$ cat src/rtl/div_share_arbiter.sv
// Round-robin sharing of one div32x32 divider between NUM_REQ requesters.
// Optional watchdog enabled by defining DIV_TIMEOUT_EN.
module div_share_arbiter #(
  parameter int NUM_REQ        = 3,
  parameter int IDX_W          = 2,
  parameter int TIMEOUT_CYCLES = 63
) (
  input  logic                  clk,
  input  logic                  rst_n,
  input  logic [NUM_REQ-1:0]    req,
  input  logic [NUM_REQ*32-1:0] req_dividend,
  input  logic [NUM_REQ*32-1:0] req_divisor,
  input  logic [NUM_REQ-1:0]    req_signed,
  input  logic [NUM_REQ-1:0]    req_trunc16,
  output logic [NUM_REQ-1:0]    done,
  output logic [31:0]           result,
  output logic                  busy,
  output logic [IDX_W-1:0]      gnt_idx,
  output logic                  div_start,
  output logic [31:0]           div_dividend,
  output logic [31:0]           div_divisor,
  output logic                  div_signed,
  output logic                  div_trunc16,
  input  logic [31:0]           div_out,
  input  logic [1:0]            div_state,
  output logic                  div_err
);

  // Handshake: a requester raises req with stable operands and keeps it high
  // until its done bit pulses; operands are captured at grant, so the request
  // is "accepted" at grant and "completed" at the done pulse. A req still high
  // when the FSM is back in IDLE is a new request.

  localparam logic [1:0] S_IDLE    = 2'd0;
  localparam logic [1:0] S_RUN     = 2'd1;
  localparam logic [1:0] S_RELEASE = 2'd2;

  localparam logic [1:0] DIV_IDLE     = 2'd0;
  localparam logic [1:0] DIV_COMPLETE = 2'd2;

  logic [1:0]         state;
  logic [IDX_W-1:0]   ptr;
  logic [IDX_W-1:0]   sel;
  logic               any_req;
  logic [IDX_W-1:0]   next_ptr;
  logic [NUM_REQ-1:0] gnt_onehot;

  // Search upward from the pointer, wrapping at NUM_REQ.
  always_comb begin
    logic [IDX_W:0] cand;
    logic           found;
    sel   = '0;
    found = 1'b0;
    cand  = '0;
    for (int k = 0; k < NUM_REQ; k++) begin
      cand = {1'b0, ptr} + (IDX_W+1)'(k);
      if (cand >= (IDX_W+1)'(NUM_REQ)) cand = cand - (IDX_W+1)'(NUM_REQ);
      if (!found && req[cand[IDX_W-1:0]]) begin
        found = 1'b1;
        sel   = cand[IDX_W-1:0];
      end
    end
  end

  assign any_req    = |req;
  assign next_ptr   = (gnt_idx == IDX_W'(NUM_REQ-1)) ? '0 : gnt_idx + 1'b1;
  assign gnt_onehot = NUM_REQ'(1) << gnt_idx;
  assign busy       = (state != S_IDLE);

`ifdef DIV_TIMEOUT_EN
  logic [7:0] tcnt;
  logic       expired;
  assign expired = (tcnt == 8'(TIMEOUT_CYCLES - 1));
`else
  logic [31:0] unused_cfg;
  assign unused_cfg = 32'(TIMEOUT_CYCLES);
  assign div_err    = 1'b0;
`endif

  always_ff @(posedge clk or negedge rst_n) begin
    if (!rst_n) begin
      state        <= S_IDLE;
      ptr          <= '0;
      gnt_idx      <= '0;
      done         <= '0;
      result       <= '0;
      div_start    <= 1'b0;
      div_dividend <= '0;
      div_divisor  <= '0;
      div_signed   <= 1'b0;
      div_trunc16  <= 1'b0;
`ifdef DIV_TIMEOUT_EN
      tcnt         <= '0;
      div_err      <= 1'b0;
`endif
    end else begin
      done <= '0;
      case (state)
        S_IDLE: begin
          // A divider still finishing an op from before reset blocks grants.
          if (any_req && div_state == DIV_IDLE) begin
            gnt_idx      <= sel;
            div_dividend <= req_dividend[32*sel +: 32];
            div_divisor  <= req_divisor[32*sel +: 32];
            div_signed   <= req_signed[sel];
            div_trunc16  <= req_trunc16[sel];
            div_start    <= 1'b1;
            state        <= S_RUN;
`ifdef DIV_TIMEOUT_EN
            tcnt         <= '0;
`endif
          end
        end
        S_RUN: begin
          if (div_state == DIV_COMPLETE) begin
            result    <= div_out;
            done      <= gnt_onehot;
            div_start <= 1'b0;
            ptr       <= next_ptr;
            state     <= S_RELEASE;
`ifdef DIV_TIMEOUT_EN
            tcnt      <= tcnt + 8'd1;
          end else if (expired) begin
            result    <= 32'hFFFF_FFFF;
            done      <= gnt_onehot;
            div_start <= 1'b0;
            div_err   <= 1'b1;
            ptr       <= next_ptr;
            state     <= S_RELEASE;
            tcnt      <= '0;
          end else begin
            tcnt      <= tcnt + 8'd1;
`endif
          end
        end
        S_RELEASE: begin
          if (div_state == DIV_IDLE) begin
            state <= S_IDLE;
`ifdef DIV_TIMEOUT_EN
          end else if (expired) begin
            state <= S_IDLE;
            tcnt  <= '0;
          end else begin
            tcnt  <= tcnt + 8'd1;
`endif
          end
        end
        default: begin
          state     <= S_IDLE;
          div_start <= 1'b0;
        end
      endcase
    end
  end

endmodule
$ cat config.mk
export PLATFORM = sky130hd
export DESIGN_NAME = div_share_arbiter
export DESIGN_NICKNAME = d
export VERILOG_FILES = /design/src/rtl/div_share_arbiter.sv
export SDC_FILE = /design/constraint.sdc
export NUM_CORES = 1
export LEC_CHECK = 0
export CAP_MARGIN = 10
export CORE_AREA = 2 2 132 134
export CTS_BUF_LIST = sky130_fd_sc_hd__clkbuf_4 sky130_fd_sc_hd__clkbuf_8
export DETAILED_ROUTE_END_ITERATION = 10
export DIE_AREA = 0 0 134 136
export GPL_ROUTABILITY_DRIVEN = 0
export PLACE_DENSITY = 0.78
export SLEW_MARGIN = 20
export SYNTH_ARGS = -nofsm -noshare
export SYNTH_HDL_FRONTEND = slang
export SYNTH_SLANG_ARGS = --single-unit
$ cat constraint.sdc
create_clock -name clk -period 4.6 [get_ports clk]
set_clock_uncertainty 0.15 [all_clocks]
set_input_delay 0.92 -clock clk [delete_from_list [all_inputs] [get_ports clk]]
set_output_delay 0.92 -clock clk [all_outputs]
set_load 0.01 [all_outputs]
# [Word-level counts from Yosys, hierarchy flattened]
# Index checks and enable logic that the tools add are counted.
[word_totals] wordCells=75 n_memories=0 output_inout_bits=106 reg_bits=108 in_bits=237 ramBits=0 romBits=0 latch_bits=0
[op_classes] n_lt_le_gt_ge=7 bitwise_logic=1 shift=3 multipliers=0 n_mux=28 eq_ne=7 add_sub_neg=6 n_reduce_logical=13 div_mod_pow=0
[op_table] cell="$shiftx A96 B8 Y32" count=2
[op_table] cell="$mux W2" count=10
[op_table] cell="$lt A2 B3 Y1 const B" count=4
[op_table] cell="$bmux W1 S2" count=5
[op_table] cell="$mux W1" count=9
[op_table] cell="$eq A2 B2 Y1 const B" count=3
[op_table] cell="$ge A3 B2 Y1 const B" count=2
[op_table] cell="$mux W3" count=2
[op_table] cell="$ne A2 B2 Y1 const B" count=3
[op_table] cell="$pmux W2 S3" count=1
[op_table] cell="$reduce_and A3 Y1" count=2
[op_table] cell="$sub A2 B2 Y2 const B" count=3
[op_table] cell="$logic_not A2 Y1" count=2
[op_table] cell="$reduce_and A2 Y1" count=2
[op_table] cell="$add A2 B1 Y3 const B" count=1
[op_table] cell="$add A2 B2 Y3 const B" count=1
[op_table] cell="$logic_and A1 B1 Y1" count=3
[op_table] cell="$pmux W1 S3" count=1
[op_table] cell="$reduce_or A3 Y1" count=1
[op_table] cell="$shl A1 B2 Y3 const A" count=1
[op_table] cell="$add A2 B1 Y2 const B" count=1
[op_table] cell="$eq A2 B1 Y1 const B" count=1
[op_table] cell="$ge A2 B2 Y1 const B" count=1
[op_table] cell="$logic_not A1 Y1" count=2
[op_table] cell="other kinds (2)" count=2

# [Logic depth before layout (Yosys ltp)]
[logic_depth] word_depth=13 ltp_mapped=10 depth_no_buf=8

# [Worst setup path before layout]
# OpenSTA, ideal clock, no wires.
[synth_timing] path_type="input-to-reg" startpoint="input req[1]" endpoint="register div_dividend[12]" t_arrival_ns=2.337 n_path_buf=2 stages=8 path_slack_ns=1.989 path_cell_list="and2b_1 a2111oi_4 or3_4 o211ai_4 buf_6 buf_12 a221oi_2 o21ai_1"
[synth_via] elab_chain_len=10 elab_cells_between_ends=19 cone_classes="1 x shift; 11 x mux; 7 x reduce/logical"
[synth_lines] item="start, declared" line="10" text="input logic [NUM_REQ-1:0] req,"
[synth_lines] item="$bmux W1 S2" line="58" text="if (!found && req[cand[IDX_W-1:0]]) begin"
[synth_lines] item="$mux W1 (not written as such)" line="58"
[synth_lines] item="$mux W1" line="58"
[synth_lines] item="$logic_not A1 Y1" line="58"
[synth_lines] item="$logic_and A1 B1 Y1" line="58"
[synth_lines] item="$mux W1" line="58"
[synth_lines] item="$logic_not A1 Y1" line="58"
[synth_lines] item="$logic_and A1 B1 Y1" line="58"
[synth_lines] item="$mux W2" line="58"
[synth_lines] item="$shiftx A96 B8 Y32" line="103" text="div_dividend <= req_dividend[32*sel +: 32];"
[synth_lines] item="end signal, assigned" line="103"
[synth_lines] item="end, declared" line="20" text="output logic [31:0] div_dividend,"
# Several ways; a longest one is shown, not always the timed one. The select of a mux whose other input is x is not followed.
# A chain may end at the register's enable or synchronous reset.

# [Final worst setup path]
[layout_timing] startpoint="input req[1]" endpoint="register div_divisor[8]"
[layout_via] elab_chain_len=10 elab_cells_between_ends=19 cone_classes="1 x shift; 11 x mux; 7 x reduce/logical"
[layout_lines] item="$bmux W1 S2" line="58"
[layout_lines] item="$mux W1 (not written as such)" line="58"
[layout_lines] item="$mux W1" line="58"
[layout_lines] item="$logic_not A1 Y1" line="58"
[layout_lines] item="$logic_and A1 B1 Y1" line="58"
[layout_lines] item="$mux W1" line="58"
[layout_lines] item="$logic_not A1 Y1" line="58"
[layout_lines] item="$logic_and A1 B1 Y1" line="58"
[layout_lines] item="$mux W2" line="58"
[layout_lines] item="$shiftx A96 B8 Y32" line="104" text="div_divisor <= req_divisor[32*sel +: 32];"
[layout_lines] item="end signal, assigned" line="104"
[layout_lines] item="end, declared" line="21" text="output logic [31:0] div_divisor,"
# Several ways; a longest one is shown, not always the timed one. The select of a mux whose other input is x is not followed.

==> metrics.txt <==
status complete, no violations; Place WS 0.701 ns; Pins Over Slew Limit 0; Worst slew margin 0.286; post-synthesis area per instance 9.56 um2; Layout Area Growth over Synthesis 69.2%; total core area 16,900 um2; max-cap violations 0; Post-CTS Setup Bufs 0; hold crit path type flip-flop to flip-flop; leading area contributor after synthesis dfrtp_1; Yosys warning count 0; ys async rst share 1.00; final net count 1,131; Worst Path Required 4.75 ns; Die Span X 134 um; H-Tree Level Count 3; Cell Rows 48; crit path time final 3.52 ns; Final HPWL DP 15,000 um; Final Hold Viols 0; initial core utilization 0.323; worst-case vdd ir drop 0.000308 V; Post-synth top cells nand2_1, dfrtp_1, o21ai_0; clock buffer count from CTS 9; Inserted Diodes 0; Design Power 5.35 mW; Clock Path Buffers 2; IO Port Bufs 341; period utilization 0.765; post-synth cell types 39; post-route setup slack 1.08 ns; Final setup viols 0; cts repair resizes 0; total gr overflow 0; Die Span Y 136 um; Die Area 18,200 um2; Routed WL per cell 18.4 um; placed cell areas 9020 um2; crit path DAT 3.67 ns; Worst Setup End Kind flip-flop; initial antenna violation count 0; layout cells sized above 1 0.0469; Gate Count Post-Synth 570; largest net degree at the start of global routing 58; drt via density 4.98; num ports 343; Post-Layout Inst Area 9220 um2; top_reg_cell synth dfrtp_1; TritonCTS Sinks 108; hold_buf cts 0; top cell type's share of synthesized area 0.496; Setup TNS 0 ns; Least-Margin Pin Slew 1.07 ns; # fillers 1,539; Post-synth EDFFs 0; final WL 20,600 um; vias in the first global route 5,518; Root Driver clkbuf_8; startpoint class of the critical path input pin; critical path class input pin to flip-flop; DRT iter0 DRCs 196; LEAKAGE 3.93 nW; CTS tree done; total track usage 0.218; top post-synthesis cells by area dfrtp_1, nand2_1, mux2i_1, o21ai_0, a22oi_1; most common cell in the synthesized netlist nand2_1; clk slew on worst S/H paths 0.10 ns; synthesized area 5450 um2; Max Freq 284 MHz; DRC Markers 0; critical path peak fanout 25; pwr dens 580 nW/um2; Routed Antenna Nets 0; Clock Latency Late Sink 0.38 ns; DRT Pass-1 Iters 4; global-route wire length before repair 30,800 um; Mapped Nets 811; RSZ-0062 raised after global routing no; flops & latches, synth 108; Hold WS 0.332 ns; register area share after synthesis 0.496; vias post-DR 5,577
-- registers in the layout, indices dropped and copies added, names as in the netlist --
signal / flops
result: 32
ptr: 2
gnt_idx: 2
div_start: 1
div_signed: 1
div_trunc16: 1
div_dividend: 32
state: 2
div_divisor: 32
done: 3
-- path summary, 6_finish.rpt --
kind	from	to	slack [ns]	depth (start not counted)
min in group asynchronous	rst_n	result[23]	0.42	1
max in group asynchronous	rst_n	div_dividend[7]	3.08	2
setup reg to reg	ptr[1]	div_divisor[8]	1.39	9
setup / recovery	req[1]	div_divisor[8]	1.08	8
hold / removal	result[27]	result[27]	0.33	2
hold reg to reg	result[27]	result[27]	0.33	2
-- where the power goes --
group          switching, mW  internal, mW
logic                   1.46          1.61
clock network          0.348         0.276
registers              0.265          1.38
-- worst max-delay path, stage by stage --
cell and delay [ns]:
clkdlybuf4s50_1 0.55, and2b_1 0.23, a2111oi_4 0.37, or3_4 0.21
o21a_1 0.83, buf_4 0.30, a221oi_1 0.08, o21ai_0 0.17
-- cell type report --
type                       instances  area (um2)  share of cell area
clock buffer                      11         145              0.0157
timing repair buffer             353        3530               0.382
tap                              225         282              0.0305
sequential                       108        2700               0.293
clock inverter                     5        57.6             0.00624
inverter                           3        11.3             0.00122
multi-input combinational        415        2500               0.271
-- through the flow --
step / utilization / instances
3_5_place_dp: 0.534 / 1104
5_1_grt: 0.546 / 1120
4_1_cts: 0.546 / 1120
3_3_place_gp: 0.534 / 1104
2_1_floorplan: - / 570
6_report: 0.546 / 1120
-- cells in the final DEF (no fill, tap or decap), types with 3 or more instances in the layout --
cell / Yosys / routed
nand2_1: 132 / 131
clkdlybuf4s50_1: 0 / 340
a221oi_2: 4 / 4
and2_1: 31 / 31
a22oi_1: 36 / 36
buf_4: 1 / 11
mux2i_1: 37 / 37
inv_1: 3 / 3
nor2_1: 6 / 6
o21ai_1: 40 / 40
ha_1: 4 / 4
nor2b_1: 4 / 4
o21a_1: 3 / 3
dfrtp_1: 108 / 108
o21ai_0: 60 / 59
clkbuf_8: 0 / 10
a221oi_1: 26 / 26
a21o_1: 4 / 4
nor3_1: 5 / 5
a21oi_1: 3 / 3
-- logic make-up (layout without fill, tap and decap cells) --
| kind of cell | after synthesis | count (layout) | share of synthesized area |
|---|---|---|---|
| AO/OA/AOI/OAI | 182 | 182 | 0.221 |
| flip-flops | 108 | 108 | 0.496 |
| buffers and inverters | 47 | 372 | 0.0475 |
| AND/OR/NAND/NOR | 190 | 190 | 0.155 |
| other | 1 | 1 | 0.000688 |
| multiplexers | 38 | 38 | 0.0705 |
| adder cells (fa/ha/maj) | 4 | 4 | 0.00918 |
-- metal layers --
| layer | share of wire | GRT usage |
|---|---|---|
| met3 | 0.084 | 0.0619 |
| met5 | 0 | 0 |
| met4 | 0.019 | 0.0715 |
| met1 | 0.41 | 0.269 |
| met2 | 0.49 | 0.367 |
Note: power is estimated with default switching activity, not from simulation.
